**src/rtl/ts_emu_pkg.sv**
```systemverilog
// Shared types and defaults for the temperature-sensor ADC emulator.
package ts_emu_pkg;

  typedef enum logic [1:0] {
    IDLE = 2'd0,
    CONV = 2'd1,
    DONE = 2'd2
  } ts_state_e;

  localparam int unsigned DEF_CONV_CYCLES = 425;
  localparam logic [7:0]  DEF_CODE_INIT   = 8'd0;
  localparam logic [7:0]  DEF_CODE_STEP   = 8'd1;
  localparam logic [7:0]  DEF_CHOP_OFFSET = 8'd2;
  localparam int          CNT_W           = 10;

  // Chopper adjustment of a base code, saturating to 0..255.
  function automatic logic [7:0] chop_apply(input logic [7:0] base,
                                            input logic [7:0] off,
                                            input logic       phase);
    logic [8:0] sum;
    sum = {1'b0, base} + {1'b0, off};
    if (phase) return sum[8] ? 8'hFF : sum[7:0];
    else       return (base < off) ? 8'h00 : base - off;
  endfunction

endpackage

```
**src/rtl/ts_emu_edge_det.sv**
```systemverilog
// Registered rising-edge detector; rise is high in the cycle d is 1 and its registered copy is 0.
module ts_emu_edge_det (
  input  logic clk,
  input  logic rst_n,
  input  logic d,
  output logic rise
);

  logic d_q;

  always_ff @(posedge clk or negedge rst_n) begin
    if (!rst_n) d_q <= 1'b0;
    else        d_q <= d;
  end

  assign rise = d & ~d_q;

endmodule

```
**src/rtl/ts_adc_emu.sv**
```systemverilog
// Digital stand-in for the temperature-sensor ADC: ramp or fixed code with silicon conversion timing.
// Optional chopper offset on the result is enabled by defining TS_EMU_CHOPPER_EN.
module ts_adc_emu
  import ts_emu_pkg::*;
#(
  parameter int unsigned CONV_CYCLES = DEF_CONV_CYCLES,
  parameter logic [7:0]  CODE_INIT   = DEF_CODE_INIT,
  parameter logic [7:0]  CODE_STEP   = DEF_CODE_STEP,
  parameter logic [7:0]  CHOP_OFFSET = DEF_CHOP_OFFSET
) (
  input  logic       clk,
  input  logic       RSTn,
  input  logic       D2A_TS_EN,
  input  logic       D2A_TS_START_EN,
  input  logic       D2A_TS_CLK,
  input  logic       D2A_TS_CHOPPER_CLK,
  input  logic       emu_mode,
  input  logic [7:0] emu_code,
  output logic       A2D_TS_DETOK,
  output logic [7:0] A2D_TS_DOUT,
  output logic       emu_err,
  output logic [1:0] emu_state
);

  localparam logic [CNT_W-1:0] CNT_LOAD = CNT_W'(CONV_CYCLES - 1);

  ts_state_e        state, next_state;
  logic [CNT_W-1:0] cnt;
  logic [7:0]       code;
  logic             tsclk_seen;
  logic             start_rise, tsclk_rise;
  logic             load, finish;
  logic [7:0]       ramp_next, base, result;

  ts_emu_edge_det u_start_det (
    .clk  (clk),
    .rst_n(RSTn),
    .d    (D2A_TS_START_EN),
    .rise (start_rise)
  );

  ts_emu_edge_det u_tsclk_det (
    .clk  (clk),
    .rst_n(RSTn),
    .d    (D2A_TS_CLK),
    .rise (tsclk_rise)
  );

  always_ff @(posedge clk or negedge RSTn) begin
    if (!RSTn) state <= IDLE;
    else       state <= next_state;
  end

  // Same-edge priority: EN low, then start edge, then count expiry.
  always_comb begin
    next_state = state;
    load       = 1'b0;
    finish     = 1'b0;
    if (!D2A_TS_EN) begin
      next_state = IDLE;
    end else if (start_rise) begin
      next_state = CONV;
      load       = 1'b1;
    end else if (state == CONV && cnt == '0) begin
      next_state = DONE;
      finish     = 1'b1;
    end
  end

  assign ramp_next = code + CODE_STEP;
  assign base      = emu_mode ? emu_code : ramp_next;

`ifdef TS_EMU_CHOPPER_EN
  logic chop_q;

  always_ff @(posedge clk or negedge RSTn) begin
    if (!RSTn)     chop_q <= 1'b0;
    else if (load) chop_q <= D2A_TS_CHOPPER_CLK;
  end

  assign result = chop_apply(base, CHOP_OFFSET, chop_q);
`else
  logic unused_chop;
  assign unused_chop = ^{D2A_TS_CHOPPER_CLK, CHOP_OFFSET};
  assign result      = base;
`endif

  always_ff @(posedge clk or negedge RSTn) begin
    if (!RSTn) begin
      A2D_TS_DETOK <= 1'b0;
      A2D_TS_DOUT  <= CODE_INIT;
      code         <= CODE_INIT;
      cnt          <= '0;
      tsclk_seen   <= 1'b0;
      emu_err      <= 1'b0;
    end else if (!D2A_TS_EN) begin
      A2D_TS_DETOK <= 1'b0;
    end else if (load) begin
      A2D_TS_DETOK <= 1'b0;
      cnt          <= CNT_LOAD;
      tsclk_seen   <= 1'b0;
    end else if (finish) begin
      A2D_TS_DETOK <= 1'b1;
      A2D_TS_DOUT  <= result;
      if (!emu_mode) code <= ramp_next;
      // A sensor-clock edge on the completing cycle still belongs to this conversion.
      if (!(tsclk_seen || tsclk_rise)) emu_err <= 1'b1;
    end else if (state == CONV) begin
      cnt <= cnt - 1'b1;
      if (tsclk_rise) tsclk_seen <= 1'b1;
    end
  end

  assign emu_state = state;

endmodule
```
**config.mk**
```make
export PLATFORM = sky130hd
export DESIGN_NAME = ts_adc_emu
export DESIGN_NICKNAME = d
export VERILOG_FILES = /design/src/rtl/ts_emu_pkg.sv /design/src/rtl/ts_emu_edge_det.sv /design/src/rtl/ts_adc_emu.sv
export SDC_FILE = /design/constraint.sdc
export NUM_CORES = 1
export LEC_CHECK = 0
export BUFFER_PORTS_ARGS = -buffer_cell sky130_fd_sc_hd__buf_4
export CORE_UTILIZATION = 36
export DETAILED_ROUTE_END_ITERATION = 12
export GPL_ROUTABILITY_DRIVEN = 0
export PLACE_DENSITY_LB_ADDON = 0.15
export REMOVE_ABC_BUFFERS = 1
export SETUP_SLACK_MARGIN = 0.1
export SLEW_MARGIN = 40
export SYNTH_ARGS = -nofsm -noshare
export SYNTH_HDL_FRONTEND = slang
export SYNTH_SLANG_ARGS = --single-unit
```
**constraint.sdc**
```tcl
create_clock -name clk -period 2.1 [get_ports clk]
set_clock_uncertainty 0.1 [all_clocks]
set_input_delay 0.63 -clock clk [delete_from_list [all_inputs] [get_ports clk]]
set_output_delay 0.63 -clock clk [all_outputs]
set_load 0.05 [all_outputs]
```
# == After elaboration in Yosys (flattened, before gate mapping) ==
# Index checks and enable logic that the tools add are counted.
# totals
ff_bits,33
input_bits,15
out_inout_bits,12
# op_classes
addsub,2
n_eq_ne,4
n_mux,19
bitwise_logic,7
reduce_logical,10
# op_table
cell,n
two-way mux 10 bit,3
two-way mux 1 bit,12
AND reduction 4 bit,3
logical NOT 10 bit,1
subtractor 10 x 1 -> 10 bit (second input constant),1
adder 8 x 1 -> 8 bit (second input constant),1
two-way mux 8 bit,1
two-way mux 2 bit,3
inequality test 3 x 1 -> 1 bit (second input constant),2
AND reduction 3 bit,2
NOT 1 bit,5
nonzero test 2 bit,2
AND 1 bit,2
equality test 2 x 1 -> 1 bit (second input constant),1
inequality test 2 bit (second input constant),1
logical AND 1 bit,1
logical OR 1 bit,1

# == Longest topological paths before layout ==
# Gate-level depths: netlist of run 1.
# logic_depth
depth_word,8
depth_mapped,9

# == Modules after synthesis ==
# Synthesis of run 1 repeated with hierarchy kept, for this count alone.
# hier_totals
hier_cells,155
area_unflattened_um2,1665.3
# modules_own_cells
module,instances,cells_each,area_per_inst_um2
ts_adc_emu,1,151,1587.8
ts_emu_edge_det,2,2,38.8

# == Least setup slack after synthesis of run 1 ==
# OpenSTA, ideal clock, no wires.
# synth_timing
path_kind,register to register
start,"register state[1], in the netlist emu_state[1]"
end,register cnt[5]
setup_ns,0.131
t_arrival_ns,1.807
t_required_ns,1.869
slack_ns,0.062
stages_incl_launch_ff,6
path_buffers,0
path_cell_list,dfrtp_1 -> nand2b_1 -> a21oi_2 -> o21ai_2 -> o31a_2 -> or3_1
# synth_between
elab_chain_cells,7
elab_cells_between_ends,8
# synth_rtl
item,line_no,rtl
start: declaration,ts_adc_emu.sv:27,"ts_state_e state, next_state;"
start signal: assignment,ts_adc_emu.sv:51,else state <= next_state;
equality test 2 x 1 -> 1 bit *,"ts_adc_emu.sv:64, ts_adc_emu.sv:108",
logical AND 1 bit,ts_adc_emu.sv:64,end else if (state == CONV && cnt == '0) begin
two-way mux 1 bit,ts_adc_emu.sv:64,
two-way mux 1 bit,ts_adc_emu.sv:61,end else if (start_rise) begin
two-way mux 1 bit,ts_adc_emu.sv:59,if (!D2A_TS_EN) begin
inequality test 2 bit (no line),--,
AND reduction 3 bit (no line) *,--,
end signal: assignment,ts_adc_emu.sv:109,cnt <= cnt - 1'b1;
end: declaration,ts_adc_emu.sv:28,logic [CNT_W-1:0] cnt;
# Mark *: on every way between the ends. The rest lies on a longest branch, timed or not.
# A chain may end at the register's enable or synchronous reset.

# == Worst setup path in the final report of run 1 ==
# layout_timing
start,register cnt[1]
end,register cnt[9]
# layout_between
elab_chain_cells,7
elab_cells_between_ends,11
# layout_rtl
item
branches (longest 7 deep; another with subtractor 10 x 1 -> 10 bit)
# Several ways; the timed one is not identified. The select of a mux whose other input is x is not followed.

==> summary.md, run 1 <==
| Metric | Value |
|---|---|
| Run status | complete, no violations |
| Global-route wire length before repair | 6.05 mm |
| Initial antenna violation count | 0 |
| Worst Hold Class | in -> async |
| R2R depth | 6 |
| Crit path max fanout | 3 |
| Reg clk slew, reported paths | 0.07 ns |
| XOR/XNOR share of the synthesized area | 0.0837 |
| Critical path type | reg -> reg |
| Highest Signal Layer | met4 |
| Root Buffer | clkbuf_8 |
| Relative slew slack | 0.599 |
| Core Util, Final | 0.490 |
| Final hold vios | 0 |
| Max clock buf depth | 2 |
| DR WL met2 | 1.54 mm |
| Slew @ Worst Pin | 0.600 ns |
| DRC | 0 |
| Asr flop ratio synth | 1.00 |
| Mean area per synthesized cell | 10.1 um^2 |
| Pre-CTS WS | -0.0277 ns |
| Min cycle time layout | 1.94 ns |
| Max_cap viols | 0 |
| Die height | 70.2 um |
| R2R Path End | cnt[9]$_DFFE_PN0P_ |
| Synthesis-stage register bit count | 33 |
| Critical Path Source Type | register |
| DIE AREA | 4930 um^2 |
| Gr ovfl total | 0 |
| Crit end category | register |
| Max-slew violations | 0 |
| DIE WIDTH | 70.2 um |
| Largest net degree at the start of global routing | 34 |
| Final Worst Setup Slack | 0.156 ns |
| Critical-path cell list | buf_4 > or4_4 > nor4_4 > nand2_1 > or3_1 > a21oi_1 |
| R2R setup slack | 0.16 ns |
| Worst r2r src | cnt[1]$_DFFE_PN0P_ |
| Io pins | 27 |
| Clock latency on the worst-skew pair | 0.28 ns |
| DRT Pass-1 Iters | 4 |
| H-tree Lvls | 2 |
| Final wirelength | 3.44 mm |
| Core area | 4410 um^2 |
| Cell Area, Placed | 2040 um^2 |
| Synth Area in Compound Gates | 0.119 |
| Fin Setup TNS | 0 ns |
| Post-Synth Adder-Cell Area | 0.0224 |
| Largest family of logic cells by synthesized area | simple AND/OR/NAND/NOR gates |
| Area Overhead vs Synth | 29.3% |
| Drt wl/cell | 12.9 um |
| Post-synth design cell area | 1670 um^2 |
| Vias in the first global route | 1,271 |
| Max stage delay on crit path | 0.51 ns |
| # fillers | 422 |
| Yosys cell types | 35 |
| Synth Flop Type | dfrtp_1 |
| CTS tree | built |
| Multi-input gate area | 827 um^2 |
| Antenna fix cells | 0 |
| HPWL after DPL | 2.60 mm |
| I/O Buffers | 25 |
| Static Leak | 1.01 nW |
| Met3 routed WL | 165 um |
| Final instance area | 2160 um^2 |
| Synth warn | 0 |
| Routed via count | 1,324 |
| CTS Hold Bufs | 0 |
| Post-synthesis mux area share | 0.0374 |
| DRT iter0 DRCs | 57 |
| PwrDens | 756 nW/um^2 |
| Met1 wire length | 1.67 mm |
| WP data required | 2.21 ns |
| CP max-delay cell | or4_4 |
| Arrival time worst endpoint | 2.05 ns |
| Clock buffer count from CTS | 5 |
| Fmax | 514 MHz |
| Worst-case vdd ir drop | 0.344 mV |
| # nets final | 231 |
| Register Area | 826 um^2 |
| Antenna viol nets, final | 0 |
| Via/cell ratio | 4.98 |
| Post-Synthesis Cells | 165 |
| Register area share after synthesis | 0.493 |
| EDFF count, synth | 0 |
| # setup viols final | 0 |
| Unrepaired setup endpoints after global routing | yes |
| Std cell rows | 24 |
| Synth Area in Simple Gates | 0.216 |
| Tcrit/Tclk final | 0.926 |
| Starting density of the core | 0.379 |
| GRT Total Usage | 0.158 |
| Share of layout cells above drive strength 1 | 0.318 |
| CTS sink cnt | 33 |
-- state kept, by name (all words and copies together), names as in the netlist, 2 cells and up --
name         count
cnt             10
A2D_TS_DOUT      8
code             8
emu_state        2
-- power breakdown --
group	total [mW]	switching (mW)	leakage (nW)	internal, mW
clock network	0.455	0.225	0.0450	0.229
logic	0.405	0.213	0.537	0.193
registers	0.776	0.0736	0.424	0.702
-- layout make-up --
cell class                      count  share of cell area
Sequential cell                    33               0.382
Clock inverter                      2             0.00462
Timing Repair Buffer               45               0.158
Tap cell                           52              0.0301
Multi-Input combinational cell    122               0.382
Inverter                            6              0.0104
Clock buffer                        6              0.0335
-- Yosys cell counts, drive strengths merged (4+ instances only) --
| library cell | n | area, um^2 |
|---|---|---|
| nor2 | 13 | 48.8 |
| a21oi | 12 | 63.8 |
| or3 | 4 | 25.0 |
| nand2 | 23 | 86.3 |
| dfrtp | 33 | 826 |
| nor4 | 6 | 82.6 |
| xor2 | 11 | 96.3 |
| inv | 6 | 22.5 |
| mux2i | 4 | 40.0 |
| xnor2 | 5 | 43.8 |
| o21ai | 12 | 63.8 |
| nor3 | 4 | 20.0 |
-- critical path, delay by kind of cell (launching register included) --
kind | cells | cell delay, ns
AOI/OAI and AO/OA | 1 | 0.15
DFF | 1 | 0.39
buffers and inverters | 1 | 0.15
and+or+nand+nor | 4 | 1.08
-- placed cells by master, fill, tap and decap left out, types with 3 or more instances in the layout --
cell type / count
nor2_1: 13
nor3_1: 4
or3_1: 4
o21ai_0: 11
inv_1: 4
xor2_1: 11
buf_4: 44
clkbuf_8: 5
nor4_4: 3
xnor2_1: 5
dfrtp_1: 33
o211ai_1: 3
a21oi_1: 11
nand2_1: 23
nor4_1: 3
mux2i_1: 4
-- per-layer routing --
| layer | global-route usage | vias up |
|---|---|---|
| met5 | 0 | - |
| met4 | 0.0667 | 0 |
| met3 | 0.0404 | 7 |
| met2 | 0.233 | 29 |
| met1 | 0.220 | 623 |
| li1 | - | 665 |
-- how the worst max path moves through the flow --
stage	startpoint	to	slack, ns	depth (start not counted)
floorplan	cnt[0]$_DFFE_PN0P_	cnt[5]$_DFFE_PN0P_	0.04	7
finish	cnt[1]$_DFFE_PN0P_	cnt[9]$_DFFE_PN0P_	0.16	6
CTS	cnt[0]$_DFFE_PN0P_	cnt[2]$_DFFE_PN0P_	0.11	9
detailed placement	D2A_TS_START_EN	cnt[5]$_DFFE_PN0P_	-0.03	6
global placement	D2A_TS_START_EN	code[2]$_DFFE_PN0P_	-0.009	7
global route	cnt[1]$_DFFE_PN0P_	cnt[2]$_DFFE_PN0P_	0.03	9
-- cells by family after synthesis --
group | count (synthesis)
multiplexers | 6
XOR/XNOR | 16
buffers and inverters | 10
flip-flops | 33
adder cells (fa/ha/maj) | 3
AND/OR/NAND/NOR | 64
AO/OA/AOI/OAI | 33
-- stage by stage --
stage	std cells	hold WS (ns)	power, mW
finish	266	0.176	1.64
CTS	265	0.191	1.63
global route	266	0.206	1.73
detailed placement	256	0.368	1.16
floorplan	161	0.234	0.989
global placement	256	0.343	1.14
-- timing repair --
| item | in CTS | in global routing |
|---|---|---|
| endpoints found under the setup margin | 19 | 16 |
| gates resized for setup | 6 | 1 |
| pin swaps | 2 | 3 |
| buffers inserted | 1 | 1 |
(Power assumes the default switching activity.)
==> inputs of run 2 (changes only) <==
Settings changed: CORE_ASPECT_RATIO from default to 1.5.
==> run 2 against run 1 <==
Against the previous run: cell area increased by 0.87%; cell count is 2.3% lower; register-to-register slack barely moved; sequential share of layout area fell by 0.33 points; flip-flop and latch count did not move; the run now ends with design-rule violations left; sequential power grew 0.8%; worst hold slack improved by 0.013 ns; power grew 8.4%.
==> summary.md, run 2 (synthesis gave the netlist of run 1 again) <==
| Metric | Value |
|---|---|
| DIE AREA | 4930 um^2 (+0.11%) |
| Most common cell after layout, fill and taps aside | buf_4 |
| Share of layout cells above drive strength 1 | 0.321 (+0.00300) |
| R2R setup slack | 0.16 ns (about the same) |
| Io pins | 27 (unchanged) |
| Largest net degree at the start of global routing | 34 (unchanged) |
| Routed via count | 1,309 (-1.1%) |
| Initial antenna violation count | 0 (unchanged) |
| Multi-input gate area | 832 um^2 (+0.61%) |
| Fmax | 516 MHz (+0.38%) |
| Relative slew slack | 0.715 (+0.117) |
| Slew @ Worst Pin | 0.427 ns (-0.173 ns) |
| Critical path type | reg -> reg |
| CTS Hold Bufs | 0 (unchanged) |
| Vias in the first global route | 1,387 (+9.1%) |
| PwrDens | 812 nW/um^2 (+7.4%) |
| # setup viols final | 0 (unchanged) |
| Power consumption | 1.77 mW (+8.4%) |
| I/O Buffers | 25 (unchanged) |
| Cell family with the largest share of critical-path delay | simple AND/OR/NAND/NOR gates |
| DRT Pass-1 Iters | 8 (+4) |
| Core Util, Final | 0.485 (-0.00564) |
| Max FFs per register | 10 (unchanged) |
| HPWL after DPL | 2.63 mm (+1.4%) |
| Run status | complete, but fails checks |
| # fillers | 432 (+2.4%) |
| Min cycle time layout | 1.94 ns (-0.00734 ns) |
| Worst-case vdd ir drop | 0.505 mV (+47%) |
| Static Leak | 1.01 nW (+0.49%) |
| Final hold vios | 0 (unchanged) |
| Arrival time worst endpoint | 1.99 ns (-0.06 ns) |
| Register Area | 826 um^2 (unchanged) |
| Drt wl/cell | 13.8 um (+6.4%) |
| Clock latency on the worst-skew pair | 0.28 ns (about the same) |
| Gr ovfl total | 0 (unchanged) |
| Tcrit/Tclk final | 0.922 (-0.00350) |
| CTS sink cnt | 33 (unchanged) |
| Max-slew violations | 0 (unchanged) |
| Antenna viol nets, final | 0 (unchanged) |
| Failing checks | design-rule violations |
| Critical Path Source Type | register |
| Std cell rows | 30 (+25%) |
| Crit path max fanout | 5 (+2) |
| CTS tree | built |
| Clock buffer count from CTS | 5 (unchanged) |
| CP max-delay cell | dfrtp_1 |
| Final wirelength | 3.58 mm (+4.0%) |
| Global-route wire length before repair | 6.31 mm (+4.3%) |
| # nets final | 229 (-0.87%) |
| Reg with most FFs | cnt |
| Max clock buf depth | 2 (unchanged) |
| Reg clk slew, reported paths | 0.07 ns (about the same) |
| DRC | 1 (+1) |
| Highest-count cells in the layout ignoring fill and taps | 42 x buf_4, 33 x dfrtp_1, 23 x nand2_1, 12 x nor2_1, 11 x xor2_1 |
| Largest registers | cnt (10), A2D_TS_DOUT (8), code (8) |
| H-tree Lvls | 2 (unchanged) |
| DIE WIDTH | 57.7 um (-18%) |
| GRT Total Usage | 0.167 (+0.00867) |
| Crit end category | register |
| Root Buffer | clkbuf_8 |
| Fin Setup TNS | 0 ns (unchanged) |
| Starting density of the core | 0.372 (-0.00759) |
| Area Overhead vs Synth | 30.4% |
| Core area | 4500 um^2 (+2.0%) |
| Max stage delay on crit path | 0.36 ns (-0.15 ns) |
| Worst Hold Class | in -> async |
| Die height | 85.5 um (+22%) |
| Unrepaired setup endpoints after global routing | yes |
| Buf/Inv on CP | 2 (+1) |
| Max_cap viols | 0 (unchanged) |
| Antenna fix cells | 0 (unchanged) |
| WP data required | 2.16 ns (-0.05 ns) |
| DRT iter0 DRCs | 28 (-51%) |
| Critical-path cell list | inv_2 > ha_1 > nor3b_2 > buf_4 > nand4_4 > o21ai_2 > o31a_2 > or3_1 |
| Via/cell ratio | 5.03 (+1.1%) |
==> run 2: worst reg2reg max path: cells and delay by family, from the launching register on <==
| kind | cells | cell delay, ns |
|---|---|---|
| buffers and inverters | 2 | 0.19 |
| DFF | 1 | 0.36 |
| adders and majority gates | 1 | 0.18 |
| AOI/OAI and AO/OA | 2 | 0.42 |
| and+or+nand+nor | 3 | 0.57 |
==> run 2: power by group <==
group	leakage (nW)	total (mW)	switching [mW]	internal (mW)
registers	0.424	0.782	0.0809	0.701
clock network	0.0585	0.621	0.234	0.387
logic	0.529	0.369	0.206	0.164
total	1.01	1.77	0.520	1.25
==> run 2: metal layers <==
| metal | wire length (um) | vias to the layer above | global-route usage |
|---|---|---|---|
| met3 | 76 | 7 | 0.0271 |
| met1 | 1440 | 621 | 0.184 |
| li1 | - | 663 | - |
| met2 | 1970 | 18 | 0.307 |
| met4 | 87 | 0 | 0.0736 |
| met5 | 0 | - | 0 |
==> run 2: cell type report <==
class / instances / share of cell area
multi-input combinational: 122 / 0.381
sequential: 33 / 0.378
timing repair buffer: 43 / 0.150
clock buffer: 7 / 0.0395
tap: 48 / 0.0275
clock inverter: 1 / 0.0138
inverter: 6 / 0.0103
==> run 2: final timing paths <==
| path | cells after the start | startpoint | endpoint |
|---|---|---|---|
| worst max-delay path | 8 | cnt[0]$_DFFE_PN0P_ | cnt[5]$_DFFE_PN0P_ |
| worst min-delay path | 1 | RSTn | cnt[0]$_DFFE_PN0P_ |
| worst max register to register | 8 | cnt[0]$_DFFE_PN0P_ | cnt[5]$_DFFE_PN0P_ |
| worst min register to register | 1 | emu_err$_DFFE_PN0P_ | emu_err$_DFFE_PN0P_ |
| max in group asynchronous | 1 | RSTn | A2D_TS_DOUT[6]$_DFFE_PN0P_ |
| min in group clk | 1 | D2A_TS_CLK | u_tsclk_det.d_q$_DFF_PN0_ |
==> run 2: through the flow <==
step	setup slack (ns)	instance area, um^2	hold slack (ns)	cells
3_3_place_gp	0.0708	2020	0.346	250
6_report	0.163	2180	0.189	260
2_1_floorplan	0.0354	1650	0.234	161
4_1_cts	0.102	2150	0.202	258
5_1_grt	0.0497	2180	0.217	260
3_5_place_dp	0.0298	2020	0.362	250
==> run 2: what timing repair did <==
item	4_1_cts	5_1_grt
setup endpoints to repair	2	21
buffers inserted	0	2
pin swaps	1	4
gates cloned	0	0
gates resized for setup	2	7
